[src/rtl/i2s_rx_if.sv]
// I2S receive-side bundle: serial pins from the source and the parallel
// sample outputs presented by the receiver.
interface i2s_rx_if #(
  parameter int unsigned WIDTH = 16
);
  logic             sclk;
  logic             lrclk;
  logic             sdin;
  logic [WIDTH-1:0] sample_l;
  logic [WIDTH-1:0] sample_r;
  logic             sample_valid;
  logic             frame_err;

  modport master (
    output sclk, lrclk, sdin,
    input  sample_l, sample_r, sample_valid, frame_err
  );

  modport slave (
    input  sclk, lrclk, sdin,
    output sample_l, sample_r, sample_valid, frame_err
  );
endinterface

[src/rtl/i2s_rx.sv]
// Stereo I2S receiver: oversamples sclk/lrclk/sdin in the clk domain, locks to
// word-select transitions and emits each left/right pair with a valid strobe.
module i2s_rx #(
  parameter int unsigned WIDTH = 16
) (
  input logic   clk,
  input logic   rst_n,
  i2s_rx_if.slave bus
);

  localparam int unsigned     CW   = $clog2(WIDTH + 1);
  localparam logic [CW-1:0]   FULL = CW'(WIDTH);

  typedef enum logic [1:0] {
    ST_IDLE,  // waiting for the first sclk edge to sample lrclk
    ST_SYNC,  // lr_prev loaded, waiting for an lrclk transition
    ST_RUN    // locked to slot boundaries
  } state_t;

  logic [1:0]       sclk_sync;
  logic [1:0]       lr_sync;
  logic [1:0]       sd_sync;
  logic             sclk_prev;
  logic             edge_q;
  logic             lr_q;
  logic             sd_q;

  state_t           state;
  logic             lr_prev;
  logic [CW-1:0]    bitcnt;
  logic [WIDTH-1:0] shreg;
  logic [WIDTH-1:0] hold_l;
  logic             left_ok;
  logic [WIDTH-1:0] sample_l_q;
  logic [WIDTH-1:0] sample_r_q;
  logic             sample_valid_q;
  logic             frame_err_q;

  logic             room;
  logic [WIDTH-1:0] word_next;
  logic [CW-1:0]    cnt_next;

  // Edge detect is registered together with the same-stage lrclk/sdin so the
  // slot logic sees a coherent snapshot one cycle after detection.
  always_ff @(posedge clk or negedge rst_n) begin
    if (!rst_n) begin
      sclk_sync <= '0;
      lr_sync   <= '0;
      sd_sync   <= '0;
      sclk_prev <= 1'b0;
      edge_q    <= 1'b0;
      lr_q      <= 1'b0;
      sd_q      <= 1'b0;
    end else begin
      sclk_sync <= {sclk_sync[0], bus.sclk};
      lr_sync   <= {lr_sync[0], bus.lrclk};
      sd_sync   <= {sd_sync[0], bus.sdin};
      sclk_prev <= sclk_sync[1];
      edge_q    <= sclk_sync[1] & ~sclk_prev;
      lr_q      <= lr_sync[1];
      sd_q      <= sd_sync[1];
    end
  end

  always_comb begin
    room      = (bitcnt < FULL);
    word_next = shreg;
    cnt_next  = bitcnt;
    if (room) begin
      word_next = {shreg[WIDTH-2:0], sd_q};
      cnt_next  = bitcnt + CW'(1);
    end
  end

  always_ff @(posedge clk or negedge rst_n) begin
    if (!rst_n) begin
      state          <= ST_IDLE;
      lr_prev        <= 1'b0;
      bitcnt         <= '0;
      shreg          <= '0;
      hold_l         <= '0;
      left_ok        <= 1'b0;
      sample_l_q     <= '0;
      sample_r_q     <= '0;
      sample_valid_q <= 1'b0;
      frame_err_q    <= 1'b0;
    end else begin
      sample_valid_q <= 1'b0;
      frame_err_q    <= 1'b0;
      if (edge_q) begin
        case (state)
          ST_IDLE: begin
            lr_prev <= lr_q;
            state   <= ST_SYNC;
          end
          ST_SYNC: begin
            if (lr_q != lr_prev) begin
              state   <= ST_RUN;
              bitcnt  <= '0;
              left_ok <= 1'b0;
              lr_prev <= lr_q;
            end
          end
          ST_RUN: begin
            if (lr_q == lr_prev) begin
              shreg  <= word_next;
              bitcnt <= cnt_next;
            end else begin
              // One-bit I2S delay: this edge carries the LSB of the ending slot.
              if (cnt_next == FULL) begin
                if (!lr_prev) begin
                  hold_l  <= word_next;
                  left_ok <= 1'b1;
                end else if (left_ok) begin
                  sample_l_q     <= hold_l;
                  sample_r_q     <= word_next;
                  sample_valid_q <= 1'b1;
                  left_ok        <= 1'b0;
                end
              end else begin
                frame_err_q <= 1'b1;
                left_ok     <= 1'b0;
              end
              bitcnt  <= '0;
              lr_prev <= lr_q;
            end
          end
          default: state <= ST_IDLE;
        endcase
      end
    end
  end

  assign bus.sample_l     = sample_l_q;
  assign bus.sample_r     = sample_r_q;
  assign bus.sample_valid = sample_valid_q;
  assign bus.frame_err    = frame_err_q;

endmodule

[src/flat_wrapper.sv]
// flat-port wrapper written by rule: the top's interface ports become plain ports
module i2s_rx_flat 
#(
  parameter int unsigned WIDTH = 16
)
  (clk, rst_n, bus_sclk, bus_lrclk, bus_sdin, bus_sample_l, bus_sample_r, bus_sample_valid, bus_frame_err);
  i2s_rx_if #(.WIDTH(WIDTH)) bus_i ();
  input logic clk;
  input logic rst_n;
  input wire logic [$bits(bus_i.sclk)-1:0] bus_sclk;
  input wire logic [$bits(bus_i.lrclk)-1:0] bus_lrclk;
  input wire logic [$bits(bus_i.sdin)-1:0] bus_sdin;
  output wire logic [$bits(bus_i.sample_l)-1:0] bus_sample_l;
  output wire logic [$bits(bus_i.sample_r)-1:0] bus_sample_r;
  output wire logic [$bits(bus_i.sample_valid)-1:0] bus_sample_valid;
  output wire logic [$bits(bus_i.frame_err)-1:0] bus_frame_err;
  assign bus_i.sclk = bus_sclk;
  assign bus_i.lrclk = bus_lrclk;
  assign bus_i.sdin = bus_sdin;
  assign bus_sample_l = bus_i.sample_l;
  assign bus_sample_r = bus_i.sample_r;
  assign bus_sample_valid = bus_i.sample_valid;
  assign bus_frame_err = bus_i.frame_err;
  i2s_rx #(.WIDTH(WIDTH)) u_core (.clk(clk), .rst_n(rst_n), .bus(bus_i));
endmodule
[config.mk]
export PLATFORM = sky130hd
export DESIGN_NAME = i2s_rx_flat
export DESIGN_NICKNAME = d
export VERILOG_FILES = /design/src/rtl/i2s_rx_if.sv /design/src/rtl/i2s_rx.sv /design/src/flat_wrapper.sv
export SDC_FILE = /design/constraint.sdc
export NUM_CORES = 1
export LEC_CHECK = 0
export CAP_MARGIN = 10
export CORE_AREA = 8 8 87 128
export DETAILED_ROUTE_END_ITERATION = 8
export DIE_AREA = 0 0 95 136
export GPL_TIMING_DRIVEN = 0
export PLACE_DENSITY = 0.6
export SETUP_SLACK_MARGIN = 0.2
export SLEW_MARGIN = 20
export SYNTH_ARGS = -nofsm -noshare
export SYNTH_HDL_FRONTEND = slang
export SYNTH_SLANG_ARGS = --single-unit
[constraint.sdc]
create_clock -name clk -period 5.4 [get_ports clk]
set_input_delay 0.81 -clock clk [delete_from_list [all_inputs] [get_ports clk]]
set_output_delay 0.81 -clock clk [all_outputs]
set_load 0.05 [all_outputs]
==> summary.md, run 1 <==
| Metric | Value |
|---|---|
| Outcome | `complete, no violations` |
| Largest area contributor in the netlist | `sky130_fd_sc_hd__dfrtp_1` |
| CP endpoint kind | `register` |
| Post-Synthesis Cells | `231` |
| Post-CTS Resized | `0` |
| Placer's final routability congestion estimate | `0.750` |
| Count of maximum capacitance violations | `0` |
| Count of placed standard cells in the final layout, fillers left out | `401` |
| Crit path arrival time | `2610 ps` |
| Data required time of the critical path | `5610 ps` |
| # clock sinks | `85` |
| Die footprint | `12,900 um2` |
| Vias per cell | `5.00` |
| Number of diodes | `0` |
| Final number of max-transition violations | `0` |
| Tmin final | `2400 ps` |
| Total placed cells including tap cells | `385` |
| Maximum vdd ir drop | `185 uV` |
| Avg Cell Area, Syn | `15.1 um2` |
| Vias after detailed routing | `2,007` |
| Starting utilization of the core area | `0.372` |
| Final period utilization | `0.444` |
| Worst skew pair latency | `330 ps` |
| Number of distinct library cells after synthesis | `29` |
| Power per Cell Area | `338 nW/um2` |
| Clock root cell | `sky130_fd_sc_hd__clkbuf_16` |
| Share of the yosys chip area belonging to registers | `0.608` |
| CP Launch Type | `register` |
| Share of the core filled with cells in the final layout | `0.462` |
| Hold_ws | `347 ps` |
| Min-Delay Path Depth | `0` |
| Share of cells above drive strength 1 | `0.381` |
| CTS buffer count | `9` |
| Post-synthesis to final-layout area growth | `24.3%` |
| Floorplan Core Area | `9410 um2` |
| Clock tree skew after final layout | `6.33 ps` |
| Detailed Route WL | `6440 um` |
| Synthesized area | `3500 um2` |
| Leakage power of the design | `2.10 nW` |
| CTS Buffer Depth | `2` |
| Detailed-routing iteration count for the pre-antenna-repair pass | `4` |
| Number of DRC violations after detailed routing | `0` |
| Number of buffer cells added on primary ports | `38` |
| Max FO, Critical Path | `10` |
| Number of H-tree levels | `3` |
| Leading post-synthesis cells by cell area | `sky130_fd_sc_hd__dfrtp_1 61%, sky130_fd_sc_hd__mux2_2 27%, sky130_fd_sc_hd__ha_1 2.1%, sky130_fd_sc_hd__buf_6 1.3%, sky130_fd_sc_hd__nor3_4 0.93%` |
| First-pass GRT wire length | `11,000 um` |
| Clock Pin Slew Worst Setup and Hold Paths | `60 ps` |
| Pin count of the biggest net entering global routing | `58` |
| Gr usage total | `0.112` |
| Yosys warning count | `0` |
| Die height | `136 um` |
| Post-DP HPWL | `4430 um` |
| Worst hold-check path type | `register to register` |
| Final count of negative-setup-slack endpoints | `0` |
| Total nets after synthesis | `242` |
| Setup repair after global routing missed its margin | `no` |
| Top cell type's share of synthesized area | `0.608` |
| Setup TNS | `0 ps` |
| Initial antenna violation count | `0` |
| Count of final hold-check violations | `0` |
| Slew at the pin with the worst max-slew slack | `581 ps` |
| Detail-routed net length per standard cell | `16.1 um` |
| # IOs | `39` |
| Headroom to the max-slew limit | `0.607` |
| Horizontal extent of the die | `95 um` |
| Worst-case reg-to-reg path depth | `6` |
| Type of the worst setup path | `register to register` |
| TritonCTS clock tree | `built` |
| Overflow after GRT | `0` |
| Starting DRC count in detailed routing | `72` |
| Post-DRT Antenna Nets | `0` |
| Vias in the first global route | `2,185` |
| Number of setup buffers added after CTS | `0` |
| Fmax | `417 MHz` |
| Hold Buf Count CTS | `0` |
| Flip-flop and latch count after synthesis | `85` |
| Total Power Consumption | `1.47 mW` |
| Number of nets in the layout | `292` |
| Num rows | `44` |
==> kinds of logic (layout without fill, tap and decap cells) <==
group | count (synthesis) | count (layout) | synth area share
xor+xnor | 1 | 1 | 0.00250
fa+ha+maj | 6 | 6 | 0.0215
buf+inv | 14 | 69 | 0.0240
compound gates | 17 | 17 | 0.0325
simple gates | 25 | 25 | 0.0447
flops | 85 | 85 | 0.608
mux | 83 | 83 | 0.267
==> metal layers <==
metal  global-route usage  wire, um  part of all wire
met2                0.185      3430              0.53
met4               0.0584       121             0.019
met1                0.127      2670              0.42
met3               0.0343       208             0.032
met5                    0         0                 0
==> flip-flops by register name, summed over array words and instances, names as in the netlist, 2 cells and up <==
name,flops
u_core.bitcnt,5
u_core.sd_sync,2
u_core.bus.sample_l,16
u_core.bus.sample_r,16
u_core.lr_sync,2
u_core.sclk_sync,2
u_core.state,2
u_core.shreg,16
u_core.hold_l,16
==> area by class of cell <==
type                    count  area [um2]
well taps                 115         144
plain buffers               9        65.1
repair buffers             39         405
clock inverters             6        61.3
fillers                   842        5060
flip-flops and latches     85        2130
clock buffers              10         239
multi-input cells         132        1290
inverters                   5        18.8
==> worst max-delay path, stage by stage (launching register included) <==
cell,delay (ps)
sky130_fd_sc_hd__dfrtp_1,410
sky130_fd_sc_hd__ha_1,280
sky130_fd_sc_hd__xor2_1,160
sky130_fd_sc_hd__o31a_2,390
sky130_fd_sc_hd__nor3_4,450
sky130_fd_sc_hd__buf_6,240
sky130_fd_sc_hd__mux2_2,340
==> synthesized netlist by cell type <==
cell	count
sky130_fd_sc_hd__dfrtp_1	85
sky130_fd_sc_hd__mux2_2	83
sky130_fd_sc_hd__nand2_1	7
sky130_fd_sc_hd__ha_1	6
sky130_fd_sc_hd__o21ai_0	6
sky130_fd_sc_hd__inv_1	5
sky130_fd_sc_hd__buf_6	4
sky130_fd_sc_hd__nand3_1	4
sky130_fd_sc_hd__a21oi_1	3
sky130_fd_sc_hd__clkbuf_1	3
sky130_fd_sc_hd__nor2_1	3
sky130_fd_sc_hd__a31oi_1	2
sky130_fd_sc_hd__nand2b_1	2
sky130_fd_sc_hd__nor2b_1	2
sky130_fd_sc_hd__nor3_4	2
sky130_fd_sc_hd__a22o_1	1
sky130_fd_sc_hd__a41o_1	1
sky130_fd_sc_hd__a41oi_1	1
sky130_fd_sc_hd__and3b_1	1
sky130_fd_sc_hd__buf_1	1
sky130_fd_sc_hd__buf_2	1
sky130_fd_sc_hd__nand3b_1	1
sky130_fd_sc_hd__nor4_1	1
sky130_fd_sc_hd__nor4b_1	1
sky130_fd_sc_hd__o22a_1	1
sky130_fd_sc_hd__o31a_2	1
sky130_fd_sc_hd__o32a_1	1
sky130_fd_sc_hd__or4b_1	1
sky130_fd_sc_hd__xor2_1	1
==> where the power goes <==
group          total [mW]  switching (mW)  leakage, nW  internal, mW
Clock               0.609           0.240        0.149         0.370
Sequential          0.692          0.0234         1.16         0.668
Combinational       0.169          0.0995        0.789        0.0698
==> final timing paths <==
kind	from	endpoint	slack, ps
hold / removal	u_core.sd_sync[1]	u_core.sd_q	350
max in group asynchronous	rst_n	u_core.bus.sample_r[5]	4390
min in group asynchronous	rst_n	u_core.bus.sample_l[2]	410
setup / recovery	u_core.bitcnt[0]	u_core.bus.sample_l[5]	3000
hold reg to reg	u_core.sd_sync[1]	u_core.sd_q	350
setup reg to reg	u_core.bitcnt[0]	u_core.bus.sample_l[5]	3000
==> placed cells by master, fill, tap and decap left out, types with 2 or more instances in the layout <==
master	synthesis	final
sky130_fd_sc_hd__nand2b_1	2	2
sky130_fd_sc_hd__o21ai_0	6	6
sky130_fd_sc_hd__clkbuf_16	0	9
sky130_fd_sc_hd__buf_6	4	4
sky130_fd_sc_hd__clkinv_2	0	3
sky130_fd_sc_hd__nand3_1	4	4
sky130_fd_sc_hd__mux2_2	83	83
sky130_fd_sc_hd__a31oi_1	2	2
sky130_fd_sc_hd__nor2b_1	2	2
sky130_fd_sc_hd__ha_1	6	6
sky130_fd_sc_hd__dfrtp_1	85	85
sky130_fd_sc_hd__nand2_1	7	7
sky130_fd_sc_hd__nor3_4	2	2
sky130_fd_sc_hd__clkbuf_1	3	3
sky130_fd_sc_hd__clkdlybuf4s50_1	0	37
sky130_fd_sc_hd__a21oi_1	3	3
sky130_fd_sc_hd__inv_1	5	5
sky130_fd_sc_hd__nor2_1	3	3
==> per-stage QoR <==
| step | setup slack, ps | instance area, um2 |
|---|---|---|
| global route | 2850 | 4350 |
| detailed placement | 3000 | 4050 |
| CTS | 2940 | 4350 |
| floorplan | 3280 | 3500 |
| global placement | 415 | 4020 |
| finish | 3000 | 4350 |
(Power assumes the default switching activity.)
==> run 2: changes to the inputs <==
==> constraint.sdc (replaced) <==
create_clock -name clk -period 2.5 [get_ports clk]
set_input_delay 0.375 -clock clk [delete_from_list [all_inputs] [get_ports clk]]
set_output_delay 0.375 -clock clk [all_outputs]
set_load 0.05 [all_outputs]
==> summary.md, run 2 (synthesized netlist as in run 1, its figures left out) <==
| Metric | Value |
|---|---|
| Num rows | `44 (unchanged)` |
| TritonCTS clock tree | `built (unchanged)` |
| Leakage power of the design | `2.13 nW (was 2.10 nW)` |
| Sum of buffers and inverters on the critical path | `4 (was 1)` |
| Count of maximum capacitance violations | `0 (unchanged)` |
| # IOs | `39 (unchanged)` |
| Outcome | `complete, no violations (unchanged)` |
| Die footprint | `12,900 um2 (unchanged)` |
| Fmax | `462 MHz (was 417 MHz)` |
| Detailed Route WL | `6520 um (was 6440 um)` |
| Floorplan Core Area | `9410 um2 (unchanged)` |
| Number of buffer cells added on primary ports | `38 (unchanged)` |
| Vias after detailed routing | `2,015 (was 2,007)` |
| Most common cell after layout, fill and taps aside | `sky130_fd_sc_hd__dfrtp_1 (unchanged)` |
| Share of cells above drive strength 1 | `0.399 (was 0.381)` |
| Maximum vdd ir drop | `400 uV (was 185 uV)` |
| Clock Pin Slew Worst Setup and Hold Paths | `60 ps (about the same)` |
| Part of the power in registers | `0.469 (was 0.470)` |
| Initial antenna violation count | `0 (unchanged)` |
| Starting DRC count in detailed routing | `72 (unchanged)` |
| Overflow after GRT | `0 (unchanged)` |
| CP Launch Type | `register (unchanged)` |
| Share of power burned in the clock network | `0.414 (about the same)` |
| Total placed cells including tap cells | `385 (unchanged)` |
| Data required time of the critical path | `2720 ps (was 5610 ps)` |
| Headroom to the max-slew limit | `0.600 (was 0.607)` |
| Total Power Consumption | `3.18 mW (was 1.47 mW)` |
| Worst skew pair latency | `330 ps (about the same)` |
| Type of the worst setup path | `register to register (unchanged)` |
| Crit-path cells | `inv_1 -> ha_1 -> buf_2 -> and3b_1 -> nand3_1 -> nor3_4 -> buf_6 -> buf_6 -> mux2_2 (was ha_1 -> xor2_1 -> o31a_2 -> nor3_4 -> buf_6 -> mux2_2)` |
| Count of placed standard cells in the final layout, fillers left out | `406 (was 401)` |
| Worst hold-check path type | `register to register (unchanged)` |
| Post-synthesis to final-layout area growth | `25.9% (was 24.3%)` |
| Cell seen most often among critical-path stages | `sky130_fd_sc_hd__buf_6` |
| CP endpoint kind | `register (unchanged)` |
| Final number of max-transition violations | `0 (unchanged)` |
| Number of nets in the layout | `297 (was 292)` |
| Starting utilization of the core area | `0.372 (unchanged)` |
| Gr usage total | `0.113 (was 0.112)` |
| Switching pwr | `0.787 mW (was 0.362 mW)` |
| Crit path arrival time | `2380 ps (was 2610 ps)` |
| Detailed-routing iteration count for the pre-antenna-repair pass | `4 (unchanged)` |
| Power per Cell Area | `723 nW/um2 (was 338 nW/um2)` |
| Placer's final routability congestion estimate | `0.750 (unchanged)` |
| Switching share of power | `0.247 (about the same)` |
| Number of diodes | `0 (unchanged)` |
| Largest stage delay, worst path | `370 ps (was 450 ps)` |
| Share of the core filled with cells in the final layout | `0.468 (was 0.462)` |
| Horizontal extent of the die | `95 um (unchanged)` |
| Vias in the first global route | `2,203 (was 2,185)` |
| Tmin final | `2170 ps (was 2400 ps)` |
| Clock root cell | `sky130_fd_sc_hd__clkbuf_16 (unchanged)` |
| Pin count of the biggest net entering global routing | `58 (unchanged)` |
| # clock sinks | `85 (unchanged)` |
| First-pass GRT wire length | `11,100 um (was 11,000 um)` |
| Final period utilization | `0.866 (was 0.444)` |
| Number of DRC violations after detailed routing | `0 (unchanged)` |
| CTS buffer count | `9 (unchanged)` |
| Cell with the biggest individual delay on the critical path | `sky130_fd_sc_hd__dfrtp_1 (was sky130_fd_sc_hd__nor3_4)` |
| Setup repair after global routing missed its margin | `no (unchanged)` |
| Die height | `136 um (unchanged)` |
| Max FO, Critical Path | `10 (unchanged)` |
| Count of final hold-check violations | `0 (unchanged)` |
| Slew at the pin with the worst max-slew slack | `592 ps (was 581 ps)` |
| Share of power burned in combinational logic | `0.117 (was 0.115)` |
| CTS Buffer Depth | `2 (unchanged)` |
| Detail-routed net length per standard cell | `16.1 um (about the same)` |
| Commonest cells after routing, fill and taps aside | `85 x sky130_fd_sc_hd__dfrtp_1, 83 x sky130_fd_sc_hd__mux2_2, 37 x sky130_fd_sc_hd__clkdlybuf4s50_1 (unchanged)` |
| Post-DP HPWL | `4430 um (unchanged)` |
| Vias per cell | `4.96 (was 5.00)` |
| Post-DRT Antenna Nets | `0 (unchanged)` |
| Final count of negative-setup-slack endpoints | `0 (unchanged)` |
| Internal power | `2.40 mW (was 1.11 mW)` |
| Clock tree skew after final layout | `5.28 ps (was 6.33 ps)` |
| Gate family responsible for the most delay along the worst path | `simple AND/OR/NAND/NOR gates (unchanged)` |
| Number of H-tree levels | `3 (unchanged)` |
==> run 2: worst paths after layout <==
check                           slack [ps]              start                endpoint  cells past startpoint
worst min-delay path                   350  u_core.sd_sync[1]             u_core.sd_q                      0
worst max-delay path                   330     u_core.lr_prev  u_core.bus.sample_r[1]                      9
max in group asynchronous             1370              rst_n  u_core.bus.sample_l[5]                      3
worst min register to register         350  u_core.sd_sync[1]             u_core.sd_q                      0
min in group asynchronous              520              rst_n  u_core.bus.sample_l[2]                      2
worst max register to register         330     u_core.lr_prev  u_core.bus.sample_r[1]                      9
==> run 2: power by group through the flow <==
stage / clock network (mW) / registers (mW) / logic [mW]
6_report: 1.32 / 1.49 / 0.371
5_1_grt: 1.42 / 1.51 / 0.418
4_1_cts: 1.36 / 1.49 / 0.376
3_5_place_dp: 0 / 1.52 / 0.369
3_3_place_gp: 0 / 1.51 / 0.353
2_1_floorplan: 0 / 1.51 / 0.257
==> run 2: layout make-up <==
type,instances,area (um2)
Timing Repair Buffer,44,449
Tap cell,115,144
Clock buffer,10,239
Clock inverter,6,61.3
Multi-Input combinational cell,132,1290
Sequential cell,85,2130
Buffer,9,75.1
Fill cell,835,5010
Inverter,5,18.8
==> run 2: worst reg2reg max path: stages, from the launching register on <==
cell	delay, ps
sky130_fd_sc_hd__dfrtp_1	370
sky130_fd_sc_hd__inv_1	60
sky130_fd_sc_hd__ha_1	280
sky130_fd_sc_hd__buf_2	160
sky130_fd_sc_hd__and3b_1	250
sky130_fd_sc_hd__nand3_1	130
sky130_fd_sc_hd__nor3_4	160
sky130_fd_sc_hd__buf_6	160
sky130_fd_sc_hd__buf_6	160
sky130_fd_sc_hd__mux2_2	340
==> run 2: per-layer routing <==
layer  routed length (um)  share of wire  GRT usage
met1                 2710           0.42      0.128
met2                 3470           0.53      0.187
met3                  213          0.033     0.0337
met4                  124          0.019     0.0584
met5                    0              0          0
==> run 2: what timing repair did <==
action,4_1_cts,5_1_grt
hold endpoints to repair,28,0
resized for setup,1,7
endpoints found under the setup margin,39,40
buffers inserted,4,0
pin swaps,2,1
hold buffers,1,0
==> run 2: per-stage QoR <==
step	hold WS, ps	area (um2)	setup TNS, ps	worst slack (ps)
after floorplan	79.4	3500	0	385
after global placement	332	4020	-173580	-2050
after detailed placement	335	4050	0	98.6
after CTS	350	4390	0	190
after global routing	358	4410	0	198
final	347	4410	0	334
==> run 3: changes to the inputs <==
--- a/config.mk
+++ b/config.mk
@@ -5,12 +5,14 @@
 export SDC_FILE = /design/constraint.sdc
 export NUM_CORES = 1
 export LEC_CHECK = 0
+export ABC_AREA = 1
 export CAP_MARGIN = 10
-export CORE_AREA = 8 8 87 128
+export CORE_AREA = 2 2 83 124
 export DETAILED_ROUTE_END_ITERATION = 8
-export DIE_AREA = 0 0 95 136
+export DIE_AREA = 0 0 85 126
 export GPL_TIMING_DRIVEN = 0
 export PLACE_DENSITY = 0.6
+export RECOVER_POWER = 100
 export SETUP_SLACK_MARGIN = 0.2
 export SLEW_MARGIN = 20
 export SYNTH_ARGS = -nofsm -noshare
==> summary.md, run 3 <==
| Metric | Value |
|---|---|
| Outcome | `complete, no violations (unchanged)` |
| Die footprint | `10,700 um2 (was 12,900 um2)` |
| Crit-path cells | `inv_1 -> ha_1 -> nand3b_1 -> nor2_1 -> nand4_1 -> clkbuf_1 -> buf_2 -> nand2_1 -> nand2_1 (was inv_1 -> ha_1 -> buf_2 -> and3b_1 -> nand3_1 -> nor3_4 -> buf_6 -> buf_6 -> mux2_2)` |
| Sum of buffers and inverters on the critical path | `3 (was 4)` |
| Post-DRT Antenna Nets | `0 (unchanged)` |
| Combined area of the multi-input logic cells | `1290 um2 (about the same)` |
| Worst hold-check path type | `input port to async pin (was register to register)` |
| Gr usage total | `0.158 (was 0.113)` |
| Placer's final routability congestion estimate | `0.793 (was 0.750)` |
| Starting utilization of the core area | `0.380 (was 0.372)` |
| Count of maximum capacitance violations | `0 (unchanged)` |
| Max FO, Critical Path | `10 (unchanged)` |
| Number of diodes | `0 (unchanged)` |
| Final period utilization | `0.842 (was 0.866)` |
| CTS buffer count | `9 (unchanged)` |
| Headroom to the max-slew limit | `0.250 (was 0.600)` |
| Cell seen most often among critical-path stages | `sky130_fd_sc_hd__nand2_1 (was sky130_fd_sc_hd__buf_6)` |
| Avg Cell Area, Syn | `8.87 um2 (was 15.1 um2)` |
| Cell with the biggest individual delay on the critical path | `sky130_fd_sc_hd__nor2_1 (was sky130_fd_sc_hd__dfrtp_1)` |
| Yosys warning count | `0 (unchanged)` |
| Number of distinct library cells after synthesis | `25 (was 29)` |
| Leading post-synthesis cells by cell area | `sky130_fd_sc_hd__dfrtp_1 58%, sky130_fd_sc_hd__nand2_1 15%, sky130_fd_sc_hd__nand3_1 5.9%, sky130_fd_sc_hd__o21ai_0 4.0%, sky130_fd_sc_hd__inv_1 3.0% (was sky130_fd_sc_hd__dfrtp_1 61%, sky130_fd_sc_hd__mux2_2 27%, sky130_fd_sc_hd__ha_1 2.1%, sky130_fd_sc_hd__buf_6 1.3%, sky130_fd_sc_hd__nor3_4 0.93%)` |
| Count of final hold-check violations | `0 (unchanged)` |
| Share of the core filled with cells in the final layout | `0.469 (was 0.468)` |
| Crit path arrival time | `2340 ps (was 2380 ps)` |
| Post-Synthesis Cells | `413 (was 231)` |
| Synthesized area | `3660 um2 (was 3500 um2)` |
| Clock root cell | `sky130_fd_sc_hd__clkbuf_16 (unchanged)` |
| Flip-flop and latch count after synthesis | `85 (unchanged)` |
| TritonCTS clock tree | `built (unchanged)` |
| Leakage power of the design | `2.36 nW (was 2.13 nW)` |
| Total nets after synthesis | `424 (was 242)` |
| CP Launch Type | `register (unchanged)` |
| Overflow after GRT | `0 (unchanged)` |
| Critical R2R Launch | `u_core.lr_prev (unchanged)` |
| Initial antenna violation count | `0 (unchanged)` |
| Detailed Route WL | `7670 um (was 6520 um)` |
| Number of buffer cells added on primary ports | `38 (unchanged)` |
| Largest stage delay, worst path | `360 ps (was 370 ps)` |
| Vias in the first global route | `2,816 (was 2,203)` |
| Post-synthesis to final-layout area growth | `23.3% (was 25.9%)` |
| Number of DRC violations after detailed routing | `0 (unchanged)` |
| Vias per cell | `4.75 (was 4.96)` |
| Final count of negative-setup-slack endpoints | `0 (unchanged)` |
| Final number of max-transition violations | `0 (unchanged)` |
| R2r endpoint | `u_core.bus.sample_l[15] (was u_core.bus.sample_r[1])` |
| Maximum vdd ir drop | `412 uV (was 400 uV)` |
| Data required time of the critical path | `2730 ps (was 2720 ps)` |
| Most common cell after layout, fill and taps aside | `sky130_fd_sc_hd__nand2_1 (was sky130_fd_sc_hd__dfrtp_1)` |
| Post-DP HPWL | `5590 um (was 4430 um)` |
| CTS Buffer Depth | `2 (unchanged)` |
| Power per Cell Area | `723 nW/um2 (about the same)` |
| Horizontal extent of the die | `85 um (was 95 um)` |
| CP endpoint kind | `register (unchanged)` |
| DP Worst Slack | `223 ps (was 98.6 ps)` |
| Most frequent cells after synthesis | `151 x sky130_fd_sc_hd__nand2_1, 85 x sky130_fd_sc_hd__dfrtp_1, 43 x sky130_fd_sc_hd__nand3_1, 29 x sky130_fd_sc_hd__inv_1, 29 x sky130_fd_sc_hd__o21ai_0 (was 85 x sky130_fd_sc_hd__dfrtp_1, 83 x sky130_fd_sc_hd__mux2_2, 7 x sky130_fd_sc_hd__nand2_1, 6 x sky130_fd_sc_hd__ha_1, 6 x sky130_fd_sc_hd__o21ai_0)` |
| Worst skew pair latency | `340 ps (was 330 ps)` |
| Type of the worst setup path | `register to register (unchanged)` |
| Pin count of the biggest net entering global routing | `46 (was 58)` |
| Share of cells above drive strength 1 | `0.102 (was 0.399)` |
| Startpoint of the most critical setup path | `u_core.lr_prev (unchanged)` |
| Setup repair after global routing missed its margin | `no (unchanged)` |
| Ys async rst share | `1.00 (unchanged)` |
| Flop2flop setup slack | `400 ps (was 330 ps)` |
| Largest area contributor in the netlist | `sky130_fd_sc_hd__dfrtp_1 (unchanged)` |
| Fill cell instance count of the final layout | `927 (was 835)` |
| End point of the critical path | `u_core.bus.sample_l[15] (was u_core.bus.sample_r[1])` |
| Share of the yosys chip area belonging to registers | `0.581 (was 0.608)` |
| Area of all sequential standard cells | `2130 um2 (unchanged)` |
| Tmin final | `2100 ps (was 2170 ps)` |
| Vias after detailed routing | `2,782 (was 2,015)` |
| Gate family responsible for the most delay along the worst path | `simple AND/OR/NAND/NOR gates (unchanged)` |
| Fmax | `475 MHz (was 462 MHz)` |
| First-pass GRT wire length | `13,300 um (was 11,100 um)` |
| Floorplan Core Area | `9630 um2 (was 9410 um2)` |
| Number of H-tree levels | `3 (unchanged)` |
| Least setup slack across all paths after layout | `395 ps (was 334 ps)` |
| Dominant cell by count in the synthesized netlist | `sky130_fd_sc_hd__nand2_1 (was sky130_fd_sc_hd__dfrtp_1)` |
| Instance count on the critical path | `9 (unchanged)` |
| Num rows | `44 (unchanged)` |
| Commonest cells after routing, fill and taps aside | `151 x sky130_fd_sc_hd__nand2_1, 85 x sky130_fd_sc_hd__dfrtp_1, 43 x sky130_fd_sc_hd__nand3_1 (was 85 x sky130_fd_sc_hd__dfrtp_1, 83 x sky130_fd_sc_hd__mux2_2, 37 x sky130_fd_sc_hd__clkdlybuf4s50_1)` |
| Total Power Consumption | `3.27 mW (was 3.18 mW)` |
| Number of flops mapped to enable cells by yosys | `0 (unchanged)` |
| Clock tree skew after final layout | `6.01 ps (was 5.28 ps)` |
| Top cell type's share of synthesized area | `0.581 (was 0.608)` |
| # clock sinks | `85 (unchanged)` |
| Detailed-routing iteration count for the pre-antenna-repair pass | `4 (unchanged)` |
| Starting DRC count in detailed routing | `147 (was 72)` |
| # IOs | `39 (unchanged)` |
| Slew at the pin with the worst max-slew slack | `1120 ps (was 592 ps)` |
| Clock Pin Slew Worst Setup and Hold Paths | `60 ps (about the same)` |
| Detail-routed net length per standard cell | `13.1 um (was 16.1 um)` |
| Die height | `126 um (was 136 um)` |
| Worst-case reg-to-reg path depth | `9 (unchanged)` |
| Number of nets in the layout | `477 (was 297)` |
| Most used flip-flop cell after synthesis | `sky130_fd_sc_hd__dfrtp_1 (unchanged)` |
## run 3: cell types whose count changed in the layout (fill, tap and decap cells not counted), sizes merged, moves of 28 or more
| cell | change |
|---|---|
| mux2 | -82 |
| nand2 | +146 |
| dlygate4sd3 | +36 |
| o21ai | +28 |
| nand3 | +49 |
| inv | +28 |
| clkdlybuf4s50 | -37 |
## run 3: cells by family after synthesis
kind of cell,synth area share
AND/OR/NAND/NOR,0.272
adder cells (fa/ha/maj),0.0205
buffers and inverters,0.0649
multiplexers,0.00307
flip-flops,0.581
AO/OA/AOI/OAI,0.0587
## run 3: metal layers
metal,vias up,track usage,share of wire
li1,1418,-,-
met3,11,0.0446,0.048
met5,-,0,0
met1,1293,0.192,0.43
met4,0,0.0691,0.021
met2,60,0.259,0.50
## run 3: final cells by class
cell class / count / share of cell area
Sequential cell: 85 / 0.471
Multi-Input combinational cell: 275 / 0.286
Timing Repair Buffer: 42 / 0.0875
Clock buffer: 9 / 0.0498
Tap cell: 115 / 0.0318
Inverter: 32 / 0.0277
Buffer: 21 / 0.0246
Clock inverter: 7 / 0.0216
## run 3: worst min-delay path by stage
stage	to	slack [ps]	cells after the start
2_1_floorplan	u_core.bitcnt[0]	80	0
6_report	u_core.bus.sample_valid	180	1
5_1_grt	u_core.bus.sample_valid	270	1
3_5_place_dp	u_core.sd_sync[1]	330	0
3_3_place_gp	u_core.sd_q	330	0
4_1_cts	u_core.bus.sample_r[12]	30	1
## run 3: report_power, final
| part | switching (mW) | internal [mW] | total (mW) | leakage (nW) |
|---|---|---|---|---|
| clock | 0.556 | 0.880 | 1.44 | 0.152 |
| sequential | 0.0456 | 1.44 | 1.49 | 1.16 |
| combinational | 0.240 | 0.103 | 0.342 | 1.06 |
## run 3: worst register-to-register path, cell delays in order, from the launching register on
cell	delay (ps)
sky130_fd_sc_hd__dfrtp_1	350
sky130_fd_sc_hd__inv_1	70
sky130_fd_sc_hd__ha_1	330
sky130_fd_sc_hd__nand3b_1	190
sky130_fd_sc_hd__nor2_1	360
sky130_fd_sc_hd__nand4_1	170
sky130_fd_sc_hd__clkbuf_1	180
sky130_fd_sc_hd__buf_2	210
sky130_fd_sc_hd__nand2_1	90
sky130_fd_sc_hd__nand2_1	40
## run 3: metrics by stage
stage	instance area (um2)	setup TNS (ps)	std cells	hold WS (ps)
finish	4520	0	586	181
floorplan	3660	0	413	79.4
global route	4520	0	586	270
global placement	4190	-171450	566	334
CTS	4560	0	586	27.2
detailed placement	4210	0	567	335
## run 3: what timing repair did
item | 4_1_cts | 5_1_grt
pin swaps | 1 | 0
buffers inserted | 3 | 0
resized for setup | 0 | 1
hold buffers | 0 | 0
setup endpoints to repair | 5 | 2
